File: config.mk
export PLATFORM = sky130hd
export DESIGN_NAME = mem_lsu
export DESIGN_NICKNAME = d
export VERILOG_FILES = /design/src/rtl/mem_lsu.sv
export SDC_FILE = /design/constraint.sdc
export NUM_CORES = 1
export LEC_CHECK = 0
export ABC_CLOCK_PERIOD_IN_PS = 5700
export BUFFER_PORTS_ARGS = -buffer_cell sky130_fd_sc_hd__buf_2
export CORE_MARGIN = 2
export CORE_UTILIZATION = 56
export DETAILED_ROUTE_END_ITERATION = 8
export HOLD_SLACK_MARGIN = 0.03
export PLACE_DENSITY = 0.87
export SETUP_SLACK_MARGIN = 0.05
export SLEW_MARGIN = 20
export SYNTH_ARGS = -nofsm -noshare
export SYNTH_HDL_FRONTEND = slang
export SYNTH_SLANG_ARGS = --single-unit
File: constraint.sdc
create_clock -name clk -period 5.7 [get_ports clk]
set_input_delay 1.14 -clock clk [delete_from_list [all_inputs] [get_ports clk]]
set_output_delay 1.14 -clock clk [all_outputs]
set_load 0.01 [all_outputs]
File: src/rtl/mem_lsu.sv
// Byte-addressed load/store adapter onto a word-addressed memory port without byte enables.
// Sub-word stores are read-modify-write; misaligned or illegal requests get an error response.
module mem_lsu #(
    parameter int MEM_ADDR_W = 30
) (
    input  logic                  clk,
    input  logic                  rst_n,
    input  logic                  req_valid,
    output logic                  req_ready,
    input  logic [31:0]           req_addr,
    input  logic                  req_wr,
    input  logic [1:0]            req_size,
    input  logic                  req_signed,
    input  logic [31:0]           req_wdata,
    output logic                  resp_valid,
    output logic [31:0]           resp_data,
    output logic                  resp_err,
    output logic [MEM_ADDR_W-1:0] mem_addr,
    output logic [31:0]           mem_wdata,
    output logic                  mem_wr,
    input  logic [31:0]           mem_rdata
);

    typedef enum logic [2:0] {
        S_IDLE, S_READ, S_WAIT, S_WRITE, S_DONE, S_ERR
    } state_e;

    localparam logic [1:0] SZ_BYTE = 2'd0;
    localparam logic [1:0] SZ_HALF = 2'd1;
    localparam logic [1:0] SZ_WORD = 2'd2;
    localparam logic [1:0] SZ_ILL  = 2'd3;

    state_e                  state_q, state_d;
    logic [1:0]              lane_q, lane_d;
    logic [1:0]              size_q, size_d;
    logic                    wr_q, wr_d;
    logic                    signed_q, signed_d;
    logic [15:0]             wdata_q, wdata_d;
    logic                    resp_valid_q, resp_valid_d;
    logic                    resp_err_q, resp_err_d;
    logic [31:0]             resp_data_q, resp_data_d;
    logic [MEM_ADDR_W-1:0]   mem_addr_q, mem_addr_d;
    logic [31:0]             mem_wdata_q, mem_wdata_d;
    logic                    mem_wr_q, mem_wr_d;

    logic        req_bad;
    logic [7:0]  rd_byte;
    logic [15:0] rd_half;
    logic [31:0] merged;

    assign req_bad = (req_size == SZ_ILL)
                  || (req_size == SZ_HALF && req_addr[0])
                  || (req_size == SZ_WORD && req_addr[1:0] != 2'b00);

    assign rd_byte = mem_rdata[{lane_q, 3'b000} +: 8];
    assign rd_half = mem_rdata[{lane_q[1], 4'b0000} +: 16];

    always_comb begin
        merged = mem_rdata;
        if (size_q == SZ_BYTE) merged[{lane_q, 3'b000} +: 8] = wdata_q[7:0];
        else                   merged[{lane_q[1], 4'b0000} +: 16] = wdata_q;
    end

    always_comb begin
        // NOTE: every _d starts from its hold/idle value so no path leaves a signal unassigned (no latch).
        state_d      = state_q;
        lane_d       = lane_q;
        size_d       = size_q;
        wr_d         = wr_q;
        signed_d     = signed_q;
        wdata_d      = wdata_q;
        resp_valid_d = 1'b0;
        resp_err_d   = 1'b0;
        resp_data_d  = resp_data_q;
        mem_addr_d   = mem_addr_q;
        mem_wdata_d  = mem_wdata_q;
        mem_wr_d     = 1'b0;

        case (state_q)
            S_IDLE: if (req_valid) begin
                lane_d      = req_addr[1:0];
                size_d      = req_size;
                wr_d        = req_wr;
                signed_d    = req_signed;
                wdata_d     = req_wdata[15:0];
                resp_data_d = '0;
                if (req_bad) begin
                    resp_valid_d = 1'b1;
                    resp_err_d   = 1'b1;
                    state_d      = S_ERR;
                end else begin
                    mem_addr_d = req_addr[MEM_ADDR_W+1:2];
                    if (req_wr && req_size == SZ_WORD) begin
                        mem_wdata_d = req_wdata;
                        mem_wr_d    = 1'b1;
                        state_d     = S_WRITE;
                    end else begin
                        state_d = S_READ;
                    end
                end
            end
            S_READ: state_d = S_WAIT;
            S_WAIT: begin
                if (wr_q) begin
                    mem_wdata_d = merged;
                    mem_wr_d    = 1'b1;
                    state_d     = S_WRITE;
                end else begin
                    case (size_q)
                        SZ_BYTE: resp_data_d = {{24{signed_q & rd_byte[7]}}, rd_byte};
                        SZ_HALF: resp_data_d = {{16{signed_q & rd_half[15]}}, rd_half};
                        default: resp_data_d = mem_rdata;
                    endcase
                    resp_valid_d = 1'b1;
                    state_d      = S_DONE;
                end
            end
            S_WRITE: begin
                resp_valid_d = 1'b1;
                state_d      = S_DONE;
            end
            default: state_d = S_IDLE;
        endcase
    end

    always_ff @(posedge clk or negedge rst_n) begin
        if (!rst_n) begin
            state_q      <= S_IDLE;
            lane_q       <= '0;
            size_q       <= '0;
            wr_q         <= 1'b0;
            signed_q     <= 1'b0;
            wdata_q      <= '0;
            resp_valid_q <= 1'b0;
            resp_err_q   <= 1'b0;
            resp_data_q  <= '0;
            mem_addr_q   <= '0;
            mem_wdata_q  <= '0;
            mem_wr_q     <= 1'b0;
        end else begin
            // NOTE: non-blocking so every flop samples the pre-edge value of the others.
            state_q      <= state_d;
            lane_q       <= lane_d;
            size_q       <= size_d;
            wr_q         <= wr_d;
            signed_q     <= signed_d;
            wdata_q      <= wdata_d;
            resp_valid_q <= resp_valid_d;
            resp_err_q   <= resp_err_d;
            resp_data_q  <= resp_data_d;
            mem_addr_q   <= mem_addr_d;
            mem_wdata_q  <= mem_wdata_d;
            mem_wr_q     <= mem_wr_d;
        end
    end

    assign req_ready  = (state_q == S_IDLE);
    assign resp_valid = resp_valid_q;
    assign resp_err   = resp_err_q;
    assign resp_data  = resp_data_q;
    assign mem_addr   = mem_addr_q;
    assign mem_wdata  = mem_wdata_q;
    assign mem_wr     = mem_wr_q;

endmodule

# Yosys cells after proc, flatten, opt, wreduce, memory -nomap -nowiden
# Index checks and enable logic that the tools add are counted.
word_totals:
  memories: 0
  latchBits: 0
  ram_bits: 0
  mem_bits_ro: 0
  elab_cells: 75
  ff_bits: 122
op_classes:
  eq_ne: 12
  n_mul: 0
  n_div: 0
  n_lt_le_gt_ge: 0
  bitwise_logic: 3
  add_sub_neg: 2
  n_mux: 27
  shifts: 6
  n_reduce_logical: 13
ops:
  columns: ["operator", "count"]
  rows:
  - ["32-bit two-way mux", 7]
  - ["32-bit case mux with 2 select lines", 3]
  - ["32-bit bitwise mux", 2]
  - ["16-bit by 7-bit variable shift with 32-bit output, first input constant", 1]
  - ["8-bit by 7-bit variable shift with 32-bit output, first input constant", 1]
  - ["16-bit by 7-bit indexed part select with 32-bit output", 1]
  - ["32-bit by 6-bit indexed part select with 16-bit output", 1]
  - ["32-bit by 6-bit indexed part select with 8-bit output", 1]
  - ["8-bit by 7-bit indexed part select with 32-bit output", 1]
  - ["5-bit negator with 7-bit output", 2]
  - ["3-bit case mux with 4 select lines", 1]
  - ["3-bit two-way mux", 3]
  - ["1-bit two-way mux", 8]
  - ["2-bit inequality test, second input constant", 4]
  - ["3-bit by 2-bit equality test with 1-bit output, second input constant", 2]
  - ["3-bit AND reduction", 2]
  - ["5-bit AND reduction", 1]
  - ["2-bit by 1-bit equality test with 1-bit output, second input constant", 2]
  - ["2-bit equality test, second input constant", 2]
  - ["2-bit nonzero test", 2]
  - ["3-bit by 1-bit equality test with 1-bit output, second input constant", 1]
  - ["1-bit logical AND", 3]
  - ["3-bit logical NOT", 1]
  - ["1-bit case mux with 3 select lines", 1]
  - ["other kinds (8)", 10]

# Depth between registers and ports, before layout
# Gate-level depths: netlist of run 1.
depth:
  ltp_word: 7
  ltp_mapped: 11

# Worst setup path after synthesis of run 1
# Ideal clock, no wire load.
synth_path:
  path_type: "register to register"
  from: "reg lane_q[0]"
  to: "reg mem_wdata_q[22], in the netlist mem_wdata[22]"
  path_slack_ns: 2.987
  path_stages_with_launch: 11
  n_path_buf: 4
  arrival_ns: 2.631
  setup_ns: 0.082
  cell_sequence: "dfrtp_1 clkbuf_1 clkbuf_1 inv_1 ha_1 or3b_1 clkbuf_1 clkbuf_1 o32ai_1 o21ai_0 a31oi_1"
synth_via:
  elab_chain_len: 6
  word_cells_on_any_way: 7
synth_lines:
  columns: ["item", "line_no", "text"]
  rows:
  - ["start: declaration", "34", "logic [1:0] lane_q, lane_d;"]
  - ["start signal: assignment", "143", "lane_q <= lane_d;"]
  - ["5-bit negator with 7-bit output *", "60", "if (size_q == SZ_BYTE) merged[{lane_q, 3'b000} +: 8] = wdata_q[7:0];"]
  - ["8-bit by 7-bit indexed part select with 32-bit output or 8-bit by 7-bit variable shift with 32-bit output (tied branches)", "60", null]
  - ["32-bit bitwise mux *", "60", null]
  - ["32-bit two-way mux *", "60", null]
  - ["32-bit two-way mux *", "104", "if (wr_q) begin"]
  - ["32-bit case mux with 2 select lines *", "79", "case (state_q)"]
  - ["end signal: assignment", "152", "mem_wdata_q <= mem_wdata_d;"]
  - ["end: declaration", "43", "logic [31:0] mem_wdata_q, mem_wdata_d;"]
# Mark *: on every way between the ends. The rest lies on a longest branch, timed or not. The select of a mux whose other input is x is not followed.
# A chain may end at the register's enable or synchronous reset.

# Worst setup path in the final report of run 1
layout_path:
  from: "reg lane_q[1]"
  to: "reg mem_wdata_q[17], in the netlist mem_wdata[17]"
layout_via:
  elab_chain_len: 6
  word_cells_on_any_way: 11
layout_lines:
  columns: ["item", "line_no", "text"]
  rows:
  - ["5-bit negator with 7-bit output, on equally long branches", "61, 60", null]
  - ["16-bit by 7-bit indexed part select with 32-bit output (tied with other cells)", "61", "else merged[{lane_q[1], 4'b0000} +: 16] = wdata_q;"]
  - ["32-bit bitwise mux, on equally long branches", "61, 60", null]
  - ["32-bit two-way mux *", "60", null]
  - ["32-bit two-way mux *", "104", null]
  - ["32-bit case mux with 2 select lines *", "79", null]
# Marks and branches as above.

==> impl_metrics.py, run 1 <==
metrics = {
    "status": {
        "status": "finished, final reports clean",
    },
    "floorplanning": {
        "coreArea_sq_mm": 0.0110,
        "num_rows": 38,
        "die_w_um": 111,
        "boundaryPins": 201,
        "die_area_sq_mm": 0.0122,
        "start_util": 0.580,
        "die_y_um": 111,
    },
    "global_routing": {
        "grt_pass1_vias": 6110,
        "antenna_found_initial": 0,
        "grt_first_pass_wirelength_um": 32100,
        "grtUsageTotal": 0.333,
        "grt_max_degree": 66,
        "gr-total-overflow": 0,
    },
    "route": {
        "drt_iter0_markers": 786,
        "drcViolationCount": 0,
        "ant_nets": 0,
        "wl_um": 20200,
        "routed-via-count": 6180,
        "wire_per_inst_um": 20.3,
        "via_per_inst": 6.22,
        "drtPass1Iterations": 6,
    },
    "power": {
        "internal_power_mw": 2.93,
        "power_mw": 4.93,
        "pwr-share-seq": 0.332,
        "p_comb_frac": 0.422,
        "p_switching_mw": 2.00,
        "p_clk_frac": 0.246,
        "swShare": 0.405,
        "powerDensity_mw_per_mm2": 615,
        "peakVddDrop_uv": 376,
        "power_leakage_nw": 3.92,
    },
    "cells_and_area": {
        "n_antenna_cell": 0,
        "area_delta_synth_final_pct": 25.8,
        "layout_common_cells": "199 x buf_2, 123 x nand2_1, 121 x dfrtp_1",
        "drive_gt1_frac": 0.328,
        "layout.nets": 948,
        "final_common_cell": "buf_2",
        "utilization": 0.729,
    },
    "synthesis": {
        "yosys_warnings": 0,
        "syn_area_sq_mm": 0.00636,
        "seq_area_frac_synth": 0.480,
        "syn_inst": 674,
        "synth-edff-count": 0,
        "synth_cell_type_count": 42,
        "synth_area_per_cell_sq_um": 9.44,
        "synth-seq-cells": 122,
        "synthFlopType": "dfrtp_1",
        "synthArstFlopShare": 1.00,
        "syn-num-nets": 782,
    },
    "timing": {
        "worst_slack_ps": 2540,
        "slew_violations": 0,
        "relSlewSlack": 0.302,
        "setup_viol_count_final": 0,
        "worst_pin_slew_ps": 1050,
        "post-route-period-util": 0.555,
        "fin_tns_setup_ps": 0,
        "fin_worst_hold_slack_ps": 489,
        "fin_crit_ps": 3160,
        "finalClockSkew_ps": 4.21,
        "rsz0062_at_grt": "false",
        "fmax_ghz": 0.316,
        "final-hold-violation-count": 0,
    },
    "clock_network": {
        "cts.clk_slew.worst_paths_ps": 50,
        "cts_made_buffers": 17,
        "cts_setup_buffers": 0,
        "cts_buffer_depth": 2,
        "cts_tree": "yes",
        "clock_sinks": 122,
        "cts_hold_buf": 0,
        "root_buffer": "clkbuf_16",
        "cts_max_level": 4,
        "cts.repair.resized": 0,
        "clk-insertion-delay-late_ps": 430,
    },
    "worst_setup_path": {
        "critPathTopFamily": "buffers and inverters",
        "path_cells": "buf_4 -> inv_1 -> ha_1 -> or3b_1 -> o32ai_1 -> o21ai_0 -> a31oi_1",
        "cpMaxStageDelayCell": "or3b_1",
        "path_max_fanout": 52,
        "crit_type": "reg -> reg",
        "critPathArrivalTime_ps": 3510,
        "r2r_slack_ps": 2540,
        "worst_setup_path_start_kind": "flop",
        "cp-end-kind": "flop",
        "crit_required_ps": 6050,
        "critPathBufInv": 2,
        "slowest_delay_ps": 670,
    },
    "hold_path": {
        "hold_class": "reg -> reg",
    },
    "placed_design": {
        "place_congestion": 0.930,
        "place.detailed.hpwl_um": 13900,
        "pre_cts_ws_ps": 2620,
        "port_buffers": 200,
    },
    "job": {
        "cap_violations": 0,
    },
}
==> routing by layer <==
layer / vias to the layer above / track usage / part of all wire
met5: - / 0 / 0
met4: 0 / 0.153 / 0.038
met3: 53 / 0.0928 / 0.094
met2: 380 / 0.531 / 0.48
met1: 2982 / 0.422 / 0.39
li1: 2765 / - / -
==> path summary, 6_finish.rpt <==
path | startpoint | to | depth (start not counted)
max in group asynchronous | rst_n | lane_q[1] | 2
min in group asynchronous | rst_n | resp_data[16] | 1
min | resp_data[4] | resp_data[4] | 2
max reg2reg | lane_q[1] | mem_wdata[17] | 7
min reg2reg | resp_data[4] | resp_data[4] | 2
max | lane_q[1] | mem_wdata[17] | 7
==> power groups by stage <==
stage / clock network (mW) / logic, mW / registers [mW]
finish: 1.21 / 2.08 / 1.64
global route: 1.26 / 2.27 / 1.67
CTS: 1.22 / 2.05 / 1.62
detailed placement: 0 / 2.03 / 1.63
global placement: 0 / 1.96 / 1.60
floorplan: 0 / 1.30 / 1.64
==> flip-flops by register name (all words and copies together), names as in the netlist <==
name,count
mem_wdata,32
resp_data,32
mem_addr,30
wdata_q,16
state_q,3
lane_q,2
size_q,2
mem_wr,1
resp_err,1
resp_valid,1
signed_q,1
wr_q,1
==> area by class of cell <==
class,count,area [sq um]
clock inverter,13,224
fill,801,2980
sequential,122,3050
multi-input combinational,466,2970
clock buffer,19,433
tap,140,175
timing repair buffer,205,1040
inverter,28,105
==> worst register-to-register path: cells and delay by family, from the launching register on <==
family                   cells  cell delay (ps)
buffers and inverters        2              810
AO/OA/AOI/OAI                3              780
AND/OR/NAND/NOR              1              670
adder cells (fa/ha/maj)      1              500
flip-flops                   1              330
==> cell families after synthesis <==
logic type	Yosys count	share of synthesized area
AO/OA/AOI/OAI	195	0.204
AND/OR/NAND/NOR	199	0.139
multiplexers	67	0.112
adder cells (fa/ha/maj)	5	0.00983
flip-flops	122	0.480
buffers and inverters	86	0.0560
==> metrics by stage <==
stage          std cells  cell area (sq um)
5_1_grt              993               8010
4_1_cts              993               8000
3_5_place_dp         961               7340
3_3_place_gp         961               7340
2_1_floorplan        674               6360
6_report             993               8010
==> cells in the mapped netlist, types with 2 or more instances <==
cell type / n / area, sq um
nor3_1: 3 / 15.0
nor2b_1: 3 / 18.8
a211o_1: 8 / 70.1
nand3b_1: 10 / 75.1
nor2_1: 37 / 139
nand2b_1: 2 / 12.5
mux2i_1: 33 / 330
or3b_2: 2 / 17.5
a31oi_1: 32 / 200
a21oi_1: 25 / 125
buf_1: 6 / 22.5
nor4bb_1: 2 / 20.0
o21ai_1: 2 / 10.0
a221o_1: 15 / 150
a221oi_1: 17 / 149
a22o_1: 2 / 17.5
ha_1: 5 / 62.6
buf_2: 15 / 75.1
buf_6: 2 / 22.5
o21ai_0: 59 / 295
clkbuf_1: 35 / 131
o32ai_1: 8 / 70.1
or2_2: 3 / 18.8
dfrtp_1: 122 / 3050
mux2_2: 33 / 372
inv_1: 28 / 105
nand3_1: 8 / 40.0
nand2_1: 123 / 462
a222oi_1: 6 / 60.1
o22ai_1: 16 / 100
Power figures use the tool's default switching activity.
==> inputs of run 2 (changes only) <==
- ABC_CLOCK_PERIOD_IN_PS: 5700 -> 2600
- CORE_UTILIZATION: 56 -> 47
- PLACE_DENSITY: 0.87 -> 0.77
- clock period: 5.7 -> 2.6 ns (I/O delays scaled with it)
==> impl_metrics.py, run 2 (synthesis gave the netlist of run 1 again) <==
metrics = {
    "status": {
        "status": "finished, final reports clean",
    },
    "route": {
        "drcViolationCount": 0,
        "drtPass1Iterations": 5,
        "ant_nets": 0,
        "via_per_inst": 5.83,
        "wire_per_inst_um": 18.9,
        "wl_um": 19700,
        "drt_iter0_markers": 563,
        "routed-via-count": 6073,
    },
    "global_routing": {
        "grtUsageTotal": 0.273,
        "antenna_found_initial": 1,
        "grt_first_pass_wirelength_um": 30400,
        "grt_max_degree": 62,
        "gr-total-overflow": 0,
        "grt_pass1_vias": 5693,
    },
    "clock_network": {
        "cts_buffer_depth": 2,
        "cts_max_level": 4,
        "cts.repair.resized": 0,
        "clock_sinks": 122,
        "clk-insertion-delay-late_ps": 420,
        "cts.clk_slew.worst_paths_ps": 60,
        "cts_setup_buffers": 0,
        "cts_hold_buf": 0,
        "cts_tree": "yes",
        "cts_made_buffers": 17,
        "root_buffer": "clkbuf_16",
    },
    "cells_and_area": {
        "layout.nets": 959,
        "fillers": 1170,
        "layout_common_cells": "199 x buf_2, 123 x nand2_1, 121 x dfrtp_1",
        "finalNonFillerCells": 1041,
        "area_delta_synth_final_pct": 27.7,
        "final_common_cell": "buf_2",
        "register_area_sq_mm": 0.00305,
        "drive_gt1_frac": 0.338,
        "utilization": 0.614,
        "multi_input_area_sq_mm": 0.00296,
        "fin_area_sq_mm": 0.00813,
    },
    "power": {
        "p_switching_mw": 4.34,
        "power_mw": 10.6,
        "p_comb_frac": 0.440,
        "power_leakage_nw": 3.96,
        "internal_power_mw": 6.29,
        "peakVddDrop_uv": 624,
        "powerDensity_mw_per_mm2": 1310,
        "pwr-share-seq": 0.331,
        "swShare": 0.408,
        "p_clk_frac": 0.229,
    },
    "timing": {
        "post-route-period-util": 0.875,
        "setup_viol_count_final": 0,
        "fin_crit_ps": 2270,
        "worst_slack_ps": 326,
        "fin_worst_hold_slack_ps": 93.7,
        "relSlewSlack": 0.383,
        "rsz0062_at_grt": "false",
        "worst_pin_slew_ps": 923,
        "fin_tns_setup_ps": 0,
        "final-hold-violation-count": 0,
        "finalClockSkew_ps": 8.92,
        "slew_violations": 0,
        "fmax_ghz": 0.440,
    },
    "floorplanning": {
        "coreArea_sq_mm": 0.0132,
        "start_util": 0.481,
        "die_area_sq_mm": 0.0145,
        "num_rows": 42,
        "die_w_um": 120,
        "boundaryPins": 201,
        "die_y_um": 120,
    },
    "worst_setup_path": {
        "crit_required_ps": 2920,
        "path_max_fanout": 16,
        "critPathArrivalTime_ps": 2600,
        "cp-end-kind": "flop",
        "worst_setup_path_start_kind": "flop",
        "crit_type": "reg -> reg",
    },
    "placed_design": {
        "port_buffers": 200,
        "place.detailed.hpwl_um": 14100,
        "dp.cells": 1008,
        "place_congestion": 0.950,
        "postPlaceCellArea_sq_mm": 0.00751,
        "pre_cts_ws_ps": 405,
    },
    "job": {
        "cap_violations": 0,
    },
    "hold_path": {
        "hold_class": "in -> async",
    },
}
run 2: routing by layer:
layer	part of all wire	vias to the layer above	track usage	routed length, um
met5	0	-	0	0
met4	0.040	0	0.122	783
met3	0.10	51	0.0792	2050
met2	0.45	350	0.421	8930
met1	0.40	2882	0.358	7950
li1	-	2790	-	-
run 2: cell type report:
cell class / instances / area share
Antenna cell: 1 / 0.000308
Clock buffer: 18 / 0.0540
Clock inverter: 14 / 0.0212
Inverter: 28 / 0.0129
Multi-Input combinational cell: 466 / 0.364
Sequential cell: 122 / 0.376
Tap cell: 176 / 0.0271
Timing Repair Buffer: 216 / 0.144
run 2: worst max-delay path: stages, from the launching register on:
cell and delay (ps):
dfrtp_2 420, inv_1 130, ha_1 310, or3b_1 630, o32ai_1 340, o21ai_0 110, a31oi_1 230
run 2: worst paths after layout:
path	depth (start not counted)	slack, ps	startpoint	end
worst max-delay path	6	330	lane_q[1]	mem_wdata[20]
worst min-delay path	1	90	rst_n	resp_data[16]
worst max register to register	6	330	lane_q[1]	mem_wdata[20]
worst min register to register	2	480	resp_data[12]	resp_data[12]
max in group asynchronous	2	1760	rst_n	mem_addr[25]
min in group clk	3	310	req_wdata[0]	wdata_q[0]
run 2: power groups by stage:
stage	combinational (mW)	sequential, mW	clock [mW]
2_1_floorplan	2.87	3.61	0
3_3_place_gp	4.54	3.48	0
3_5_place_dp	4.63	3.51	0
4_1_cts	4.66	3.49	2.45
5_1_grt	5.12	3.63	2.54
6_report	4.68	3.52	2.43
